--- src/rtl/fetch_entry_packer.sv ---
// Fetch entry packer: turns aligned 32-bit fetch words into RVC / 32-bit
// instruction entries. It stitches instructions that straddle a word
// boundary and queues the entries in a small FIFO toward decode.
module fetch_entry_packer #(
    parameter int VLEN  = 64,
    parameter int DEPTH = 4
) (
    input  logic            clk_i,
    input  logic            rst_i,
    input  logic            flush_i,
    input  logic            mem_valid_i,
    output logic            mem_ready_o,
    input  logic [31:0]     mem_data_i,
    input  logic [VLEN-1:0] mem_addr_i,
    input  logic            mem_ex_i,
    output logic            fetch_valid_o,
    input  logic            fetch_ready_i,
    output logic [31:0]     fetch_instr_o,
    output logic [VLEN-1:0] fetch_addr_o,
    output logic            fetch_ex_o
);

    localparam int PW = $clog2(DEPTH);
    localparam int CW = PW + 1;

    logic [31:0]     instr_q [DEPTH];
    logic [VLEN-1:0] addr_q  [DEPTH];
    logic [DEPTH-1:0] ex_q;
    logic [PW-1:0]   rd_ptr;
    logic [PW-1:0]   wr_ptr;
    logic [CW-1:0]   count;

    logic            pend_valid;
    logic [15:0]     pend_half;
    logic [VLEN-1:0] pend_addr;
    logic            pend_valid_nxt;
    logic [15:0]     pend_half_nxt;
    logic [VLEN-1:0] pend_addr_nxt;

    logic [31:0]     hold_instr;
    logic [VLEN-1:0] hold_addr;
    logic            hold_ex;

    logic            accept;
    logic            pop;
    logic            do_upper;
    logic [1:0]      n_push;
    logic [31:0]     push_instr [2];
    logic [VLEN-1:0] push_addr  [2];
    logic [1:0]      push_ex;

    logic [15:0]     lo_half;
    logic [15:0]     hi_half;
    logic [VLEN-1:0] hi_addr;

    function automatic logic is_rvc(input logic [15:0] h);
        return h[1:0] != 2'b11;
    endfunction

    // Two free slots are always kept in reserve so a word can push two entries.
    assign mem_ready_o   = (count <= CW'(DEPTH - 2)) && !flush_i;
    assign accept        = mem_valid_i && mem_ready_o;
    assign fetch_valid_o = (count != '0);
    assign pop           = fetch_valid_o && fetch_ready_i;

    assign lo_half = mem_data_i[15:0];
    assign hi_half = mem_data_i[31:16];
    // The upper half always lives at word base + 2, whatever the start offset.
    assign hi_addr = {mem_addr_i[VLEN-1:2], 2'b10};

    // When the FIFO is empty the head shows the last entry it presented.
    assign fetch_instr_o = fetch_valid_o ? instr_q[rd_ptr] : hold_instr;
    assign fetch_addr_o  = fetch_valid_o ? addr_q[rd_ptr]  : hold_addr;
    assign fetch_ex_o    = fetch_valid_o ? ex_q[rd_ptr]    : hold_ex;

    // Split the accepted word into up to two entries, in program order.
    always_comb begin
        n_push         = 2'd0;
        do_upper       = 1'b0;
        push_instr[0]  = '0;
        push_instr[1]  = '0;
        push_addr[0]   = '0;
        push_addr[1]   = '0;
        push_ex        = '0;
        pend_valid_nxt = pend_valid;
        pend_half_nxt  = pend_half;
        pend_addr_nxt  = pend_addr;
        if (accept) begin
            if (mem_ex_i) begin
                // A faulting word is never decoded; it carries one marker entry.
                push_addr[0]   = pend_valid ? pend_addr : mem_addr_i;
                push_ex[0]     = 1'b1;
                n_push         = 2'd1;
                pend_valid_nxt = 1'b0;
            end else begin
                pend_valid_nxt = 1'b0;
                do_upper       = 1'b1;
                if (pend_valid && !mem_addr_i[1]) begin
                    push_instr[0] = {lo_half, pend_half};
                    push_addr[0]  = pend_addr;
                    n_push        = 2'd1;
                end else if (!mem_addr_i[1]) begin
                    push_addr[0] = mem_addr_i;
                    n_push       = 2'd1;
                    if (is_rvc(lo_half)) begin
                        push_instr[0] = {16'h0000, lo_half};
                    end else begin
                        push_instr[0] = mem_data_i;
                        do_upper      = 1'b0;
                    end
                end
                // An unaligned start with a pending half is a frontend bug; the half is dropped.
                if (do_upper) begin
                    if (is_rvc(hi_half)) begin
                        push_instr[n_push[0]] = {16'h0000, hi_half};
                        push_addr[n_push[0]]  = hi_addr;
                        n_push                = n_push + 2'd1;
                    end else begin
                        pend_valid_nxt = 1'b1;
                        pend_half_nxt  = hi_half;
                        pend_addr_nxt  = hi_addr;
                    end
                end
            end
        end
    end

    // FIFO storage, pointers and occupancy.
    always_ff @(posedge clk_i or posedge rst_i) begin
        if (rst_i) begin
            rd_ptr <= '0;
            wr_ptr <= '0;
            count  <= '0;
            ex_q   <= '0;
            for (int i = 0; i < DEPTH; i++) begin
                instr_q[i] <= '0;
                addr_q[i]  <= '0;
            end
        end else if (flush_i) begin
            rd_ptr <= '0;
            wr_ptr <= '0;
            count  <= '0;
        end else begin
            if (n_push != 2'd0) begin
                instr_q[wr_ptr] <= push_instr[0];
                addr_q[wr_ptr]  <= push_addr[0];
                ex_q[wr_ptr]    <= push_ex[0];
            end
            if (n_push == 2'd2) begin
                instr_q[wr_ptr + PW'(1)] <= push_instr[1];
                addr_q[wr_ptr + PW'(1)]  <= push_addr[1];
                ex_q[wr_ptr + PW'(1)]    <= push_ex[1];
            end
            wr_ptr <= wr_ptr + PW'(n_push);
            if (pop) begin
                rd_ptr <= rd_ptr + PW'(1);
            end
            count <= count + CW'(n_push) - CW'(pop);
        end
    end

    // Pending lower half of a word-straddling 32-bit instruction.
    always_ff @(posedge clk_i or posedge rst_i) begin
        if (rst_i) begin
            pend_valid <= 1'b0;
            pend_half  <= '0;
            pend_addr  <= '0;
        end else if (flush_i) begin
            pend_valid <= 1'b0;
        end else begin
            pend_valid <= pend_valid_nxt;
            pend_half  <= pend_half_nxt;
            pend_addr  <= pend_addr_nxt;
        end
    end

    // Remember the presented head so it stays visible once the FIFO drains.
    always_ff @(posedge clk_i or posedge rst_i) begin
        if (rst_i) begin
            hold_instr <= '0;
            hold_addr  <= '0;
            hold_ex    <= 1'b0;
        end else if (fetch_valid_o) begin
            hold_instr <= instr_q[rd_ptr];
            hold_addr  <= addr_q[rd_ptr];
            hold_ex    <= ex_q[rd_ptr];
        end
    end

    // Occupancy after this cycle's pushes and pop must never exceed DEPTH.
    assert property (@(posedge clk_i) disable iff (rst_i)
        ({1'b0, count} + {{(CW-1){1'b0}}, n_push}) <= ((CW+1)'(DEPTH) + {{CW{1'b0}}, pop}));

endmodule

--- config.mk ---
export PLATFORM = sky130hd
export DESIGN_NAME = fetch_entry_packer
export DESIGN_NICKNAME = d
export VERILOG_FILES = /design/src/rtl/fetch_entry_packer.sv
export SDC_FILE = /design/constraint.sdc
export NUM_CORES = 1
export LEC_CHECK = 0
export ABC_CLOCK_PERIOD_IN_PS = 24900
export CORE_ASPECT_RATIO = 0.8
export CORE_MARGIN = 4
export CORE_UTILIZATION = 45
export CTS_CLUSTER_SIZE = 20
export DETAILED_ROUTE_END_ITERATION = 12
export PLACE_DENSITY = 0.63
export SLEW_MARGIN = 30
export SYNTH_ARGS = -nofsm -noshare
export SYNTH_HDL_FRONTEND = slang
export SYNTH_SLANG_ARGS = --single-unit
--- constraint.sdc ---
create_clock -name clk_i -period 24.9 [get_ports clk_i]
set_input_delay 3.735 -clock clk_i [delete_from_list [all_inputs] [get_ports clk_i]]
set_output_delay 3.735 -clock clk_i [all_outputs]
set_load 0.01 [all_outputs]
; ---- Word-level counts from Yosys, hierarchy flattened
; Index checks and enable logic that the tools add are counted.
; W data, S select, Z words.
[op_classes]
n_addsub = 6
n_lt_le_gt_ge = 13
n_eq_ne = 3
mux = 86
bitwise_logic = 9
reduce_logical = 16
[op_table]
columns = cell, count
row1 = $mux W64, 17
row2 = $mux W128, 6
row3 = $mux W256, 3
row4 = $bwmux W256, 2
row5 = $bwmux W128, 3
row6 = $mux W32, 11
row7 = $demux W64 S2, 2
row8 = $bmux W64 S2, 1
row9 = $demux W32 S2, 2
row10 = $bmux W32 S2, 1
row11 = $bwmux W64, 1
row12 = $demux W64 S1, 1
row13 = $demux W32 S1, 1
row14 = $mux W1, 18
row15 = $mux W2, 9
row16 = $mux W4, 3
row17 = $ge A3 B3 Y1 const B, 3
row18 = $logic_and A1 B1 Y1, 9
row19 = $lt A2 B3 Y1 const B, 3
row20 = $not A2 Y3, 3
row21 = $add A2 B1 Y2 const B, 3
row22 = $lt A3 B1 Y1 const B, 2
row23 = $reduce_bool A2 Y1, 3
row24 = $reduce_and A5 Y1, 1
row25 = other kinds (19), 25
[totals]
ff_bits = 572
input_bits = 102
out_inout_bits = 99
elab_cells = 151

; ---- Longest topological paths before layout
[logic_depth]
depth_word = 20
depth_mapped = 14
ltp_nobuf = 13

; ---- Worst setup path after synthesis
; Ideal clock, no wire load.
[synth_timing]
path_kind = input to output
start = input flush_i
end = output mem_ready_o
arrival_ns = 4.665
t_required_ns = 21.165
setup_slack_ns = 16.500
cell_stages = 4
n_path_buf = 2
path_cell_list = a211o_1 inv_2 clkbuf_1 clkbuf_1
[synth_via]
elab_chain_len = 2
[synth_rtl]
columns = element, line
row1 = start: declaration, 10  ; input logic flush_i,
row2 = $logic_not A1 Y1, 61  ; assign mem_ready_o = (count <= CW'(DEPTH - 2)) && !flush_i;
row3 = $logic_and A1 B1 Y1, 61
row4 = end: declaration, 12  ; output logic mem_ready_o,
; No other way between the ends.

; ---- Worst setup path in the final report
; Ends and elaborated chain as after synthesis.

==> summary.txt <==
Setup path
  – Worst path bufs/invs: 3
  – Worst path slowest cell: clkdlybuf4s50_1
  – Critical Path Start Type: primary input
  – FF-to-FF End: addr_q[190]$_DFFE_PP0N_
  – Crit path capture type: output port
  – Worst EP arrival: approximately 6300 ps
  – WS Path Type: primary input to output port
  – R2R Setup Slk: 20900 ps
  – Most common cell on crit path: clkdlybuf4s50_1
  – CP cell instances: clkdlybuf4s50_1 -> a211o_1 -> inv_2 -> clkdlybuf4s50_1
  – Family with the most delay on the worst path: buffers and inverters
  – Worst Path Max Fanout: 14
  – Req. time, crit path: around 21000 ps
  – Crit-path max cell delay: about 860 ps
  – Worst r2r path cells: 5
  – Worst r2r src: pend_valid$_DFFE_PP0P_

Synthesis
  – Yosys cell types: 61
  – Post-synth top flop: dfrtp_1
  – Async SR Flop Fraction: 100%
  – Dominant cells by area after synthesis: dfrtp_1 (52%), a221oi_1 (12%), mux4_2 (7.9%)
  – Number of synthesized flops with an enable pin: 0
  – Post-synth top cells: dfrtp_1 (572), a221oi_1 (381), mux2_2 (169)
  – Register area share after synthesis: about half
  – Synth area leader: dfrtp_1
  – Yosys warning total: 0
  – Syn nets: ~2300
  – Syn Area/Cell: 12.5 um^2
  – Share of the synthesized area in the top cell type: approximately half
  – Syn Inst Count: about 2200
  – Synth Register Bits: 572
  – Most numerous cell in the Yosys netlist: dfrtp_1
  – Post-Syn Area: between 0.02 and 0.03 mm^2

Timing
  – Max Slew Vio Count: 0
  – Worst-Margin Slew: approximately 1000 ps
  – Final count of hold timing violations: 0
  – Hold_ws: about 470 ps
  – Achievable clock frequency: approximately 100 MHz
  – Final Skew: 30.3 ps
  – Worst setup margin: between 10000 and 15000 ps
  – Fin crit share: 40.3%
  – Post-layout min period: roughly 10000 ps
  – RSZ-0062 raised after global routing: false
  – Setup violations, final: 0
  – Total negative setup slack: 0 ps
  – Rel. slew slack: 30.9%

Routing
  – Post-Route WL: ~94 mm
  – Starting DRT DRC Count: approximately 2800
  – Residual DRC: 0
  – Final ANT Viol Nets: 0
  – Vias after detailed routing: approximately 23000
  – Via-to-Cell Ratio: between 7 and 8
  – DRT Pass-1 Iters: 6
  – Avg WL per Cell: 29.9 um

Worst hold path
  – Worst hold start: pend_half[1]$_DFFE_PP0P_
  – Hold path cells: 1
  – Hold Crit Class: register to register
  – Hold endpoint: pend_half[1]$_DFFE_PP0P_

Layout
  – Register area: between 0.01 and 0.015 mm^2
  – Finished Cell Area: 0.0324 mm^2
  – Footprint of the multi-input gates: ~0.012 mm^2
  – Share of layout cells above drive strength 1: approximately a fifth
  – Net count, final: 2383
  – Fin cells: approximately 3200
  – Area added between synthesis and finish: 16.7%
  – FILL cells: approximately 5100
  – Fin util: 53.0%

Clock tree
  – Clock root cell: clkbuf_16
  – Worst-skew pair later-pin latency: about 640 ps
  – Clock slew at reported path FFs: 60 ps
  – H-tree Lvls: 2
  – Cts repair resizes: 0
  – Post-CTS Setup Inserts: 0
  – CTS tree: done
  – CTS Buffer Depth: 3
  – Hold buffer count at CTS: 0
  – CTS Buf Count: 60
  – Clock tree sinks: ~570

Power
  – Switching share of power: a little under a third
  – Leakage: roughly 13 nW
  – Comb power frac: a little under two fifths
  – Clock power share: between 20% and 30%
  – Total power: 3.80 mW
  – Net load switching power: around 1.2 mW
  – Pwr dens: 117 mW/mm^2
  – Int Pwr: roughly 2.6 mW
  – Flop pwr share: 38.3%
  – Max IR drop VDD: between 0.07 and 0.08 mV

Placed design
  – DP Cell Count: slightly above 3000
  – Dpl hpwl: 49.7 mm
  – PortBufs: 200
  – Gpl congestion: between 0.8 and 0.9
  – Placement Cell Area: 0.0302 mm^2
  – Post-place setup slack: approximately 15000 ps

Floorplan
  – Height of the die: approximately 230 um
  – Area of the core: 0.0611 mm^2
  – Num ports: ~200
  – Full die area: between 0.06 and 0.07 mm^2
  – Site row count: between 80 and 90
  – DIE WIDTH: 286 um
  – Initial Util: between 40% and 50%

Global route
  – Largest net degree at the start of global routing: 157
  – Total grt overflow: 0
  – Antenna violations before repair: 7
  – Total Routing Usage GR: between 20% and 30%
  – First-pass GRT wire length: ~140 mm
  – Number of global-route vias before repair: approximately 23000

Flow run
  – Max-cap violations: 0

Status
  – Status: finished clean
==> cells by family (layout without fill, tap and decap cells) <==
logic type	count (synthesis)	in the layout	share of synthesized area, %
AOI/OAI and AO/OA	653	653	20.2
xor gates and xnor gates	6	6	0.189
adders and majority gates	6	6	0.298
buffers and inverters	289	389	4.63
DFF	572	572	51.6
muxes	288	288	15.5
other	0	4	0
and+or+nand+nor	412	412	7.57
==> cells in the final DEF, fill, tap and decap left out, types with 4 or more instances in the layout <==
master,count
nand3_1,6
ha_1,5
nor2_1,26
mux2_1,6
a221oi_1,381
clkbuf_8,18
a22o_1,64
inv_1,13
a22oi_1,18
dfrtp_1,570
nand2_1,116
mux2i_1,15
bufinv_16,6
mux4_2,97
xnor2_1,5
nor3_1,159
a21oi_1,6
buf_4,49
buf_6,6
nor2b_1,5
a32oi_1,62
diode_2,4
a221oi_2,8
clkinv_2,8
mux2_2,169
clkbuf_16,61
nor4_4,5
and3_1,62
a211oi_1,80
buf_12,4
clkbuf_1,15
o22ai_1,14
clkdlybuf4s50_1,199
o2bb2ai_1,4
nor2_4,6
==> state kept, by name, summed over array words and instances (netlist names) <==
register    flops
hold_instr     32
ex_q            4
pend_valid      1
pend_addr      63
hold_addr      64
addr_q        256
count           3
hold_ex         1
instr_q       128
wr_ptr          2
pend_half      16
rd_ptr          2
==> routing by layer <==
layer / share of wire (%) / track usage [%]
met1: 40 / 38.4
met2: 46 / 43.3
met5: 0.049 / 0
met4: 3.5 / 10.4
met3: 11 / 7.46
==> layout make-up <==
cell class	instances	area share, %
Antenna cell	4	0.0309
Inverter	15	0.212
Clock buffer	94	5.65
Clock inverter	19	0.807
Timing Repair Buffer	261	7.99
Tap cell	830	3.21
Multi-Input combinational cell	1365	37.9
Sequential cell	572	44.2
==> power by group through the flow <==
| stage | sequential [mW] | combinational, mW | clock [mW] |
|---|---|---|---|
| floorplan | 1.40 | 0.899 | 0 |
| global placement | 1.45 | 1.35 | 0 |
| detailed placement | 1.47 | 1.38 | 0 |
| CTS | 1.46 | 1.39 | 0.967 |
| global route | 1.49 | 1.50 | 1.00 |
| finish | 1.45 | 1.39 | 0.953 |
==> worst max path at each step <==
stage	start	endpoint	slack [ps]	cells after the start
global placement	flush_i	mem_ready_o	14950	4
global route	flush_i	mem_ready_o	14760	4
detailed placement	flush_i	mem_ready_o	14880	4
CTS	flush_i	mem_ready_o	14880	4
floorplan	rst_i	addr_q[0]$_DFFE_PP0N_	5160	1
finish	flush_i	mem_ready_o	14870	4
No activity file was read; power rests on OpenSTA's default activity.
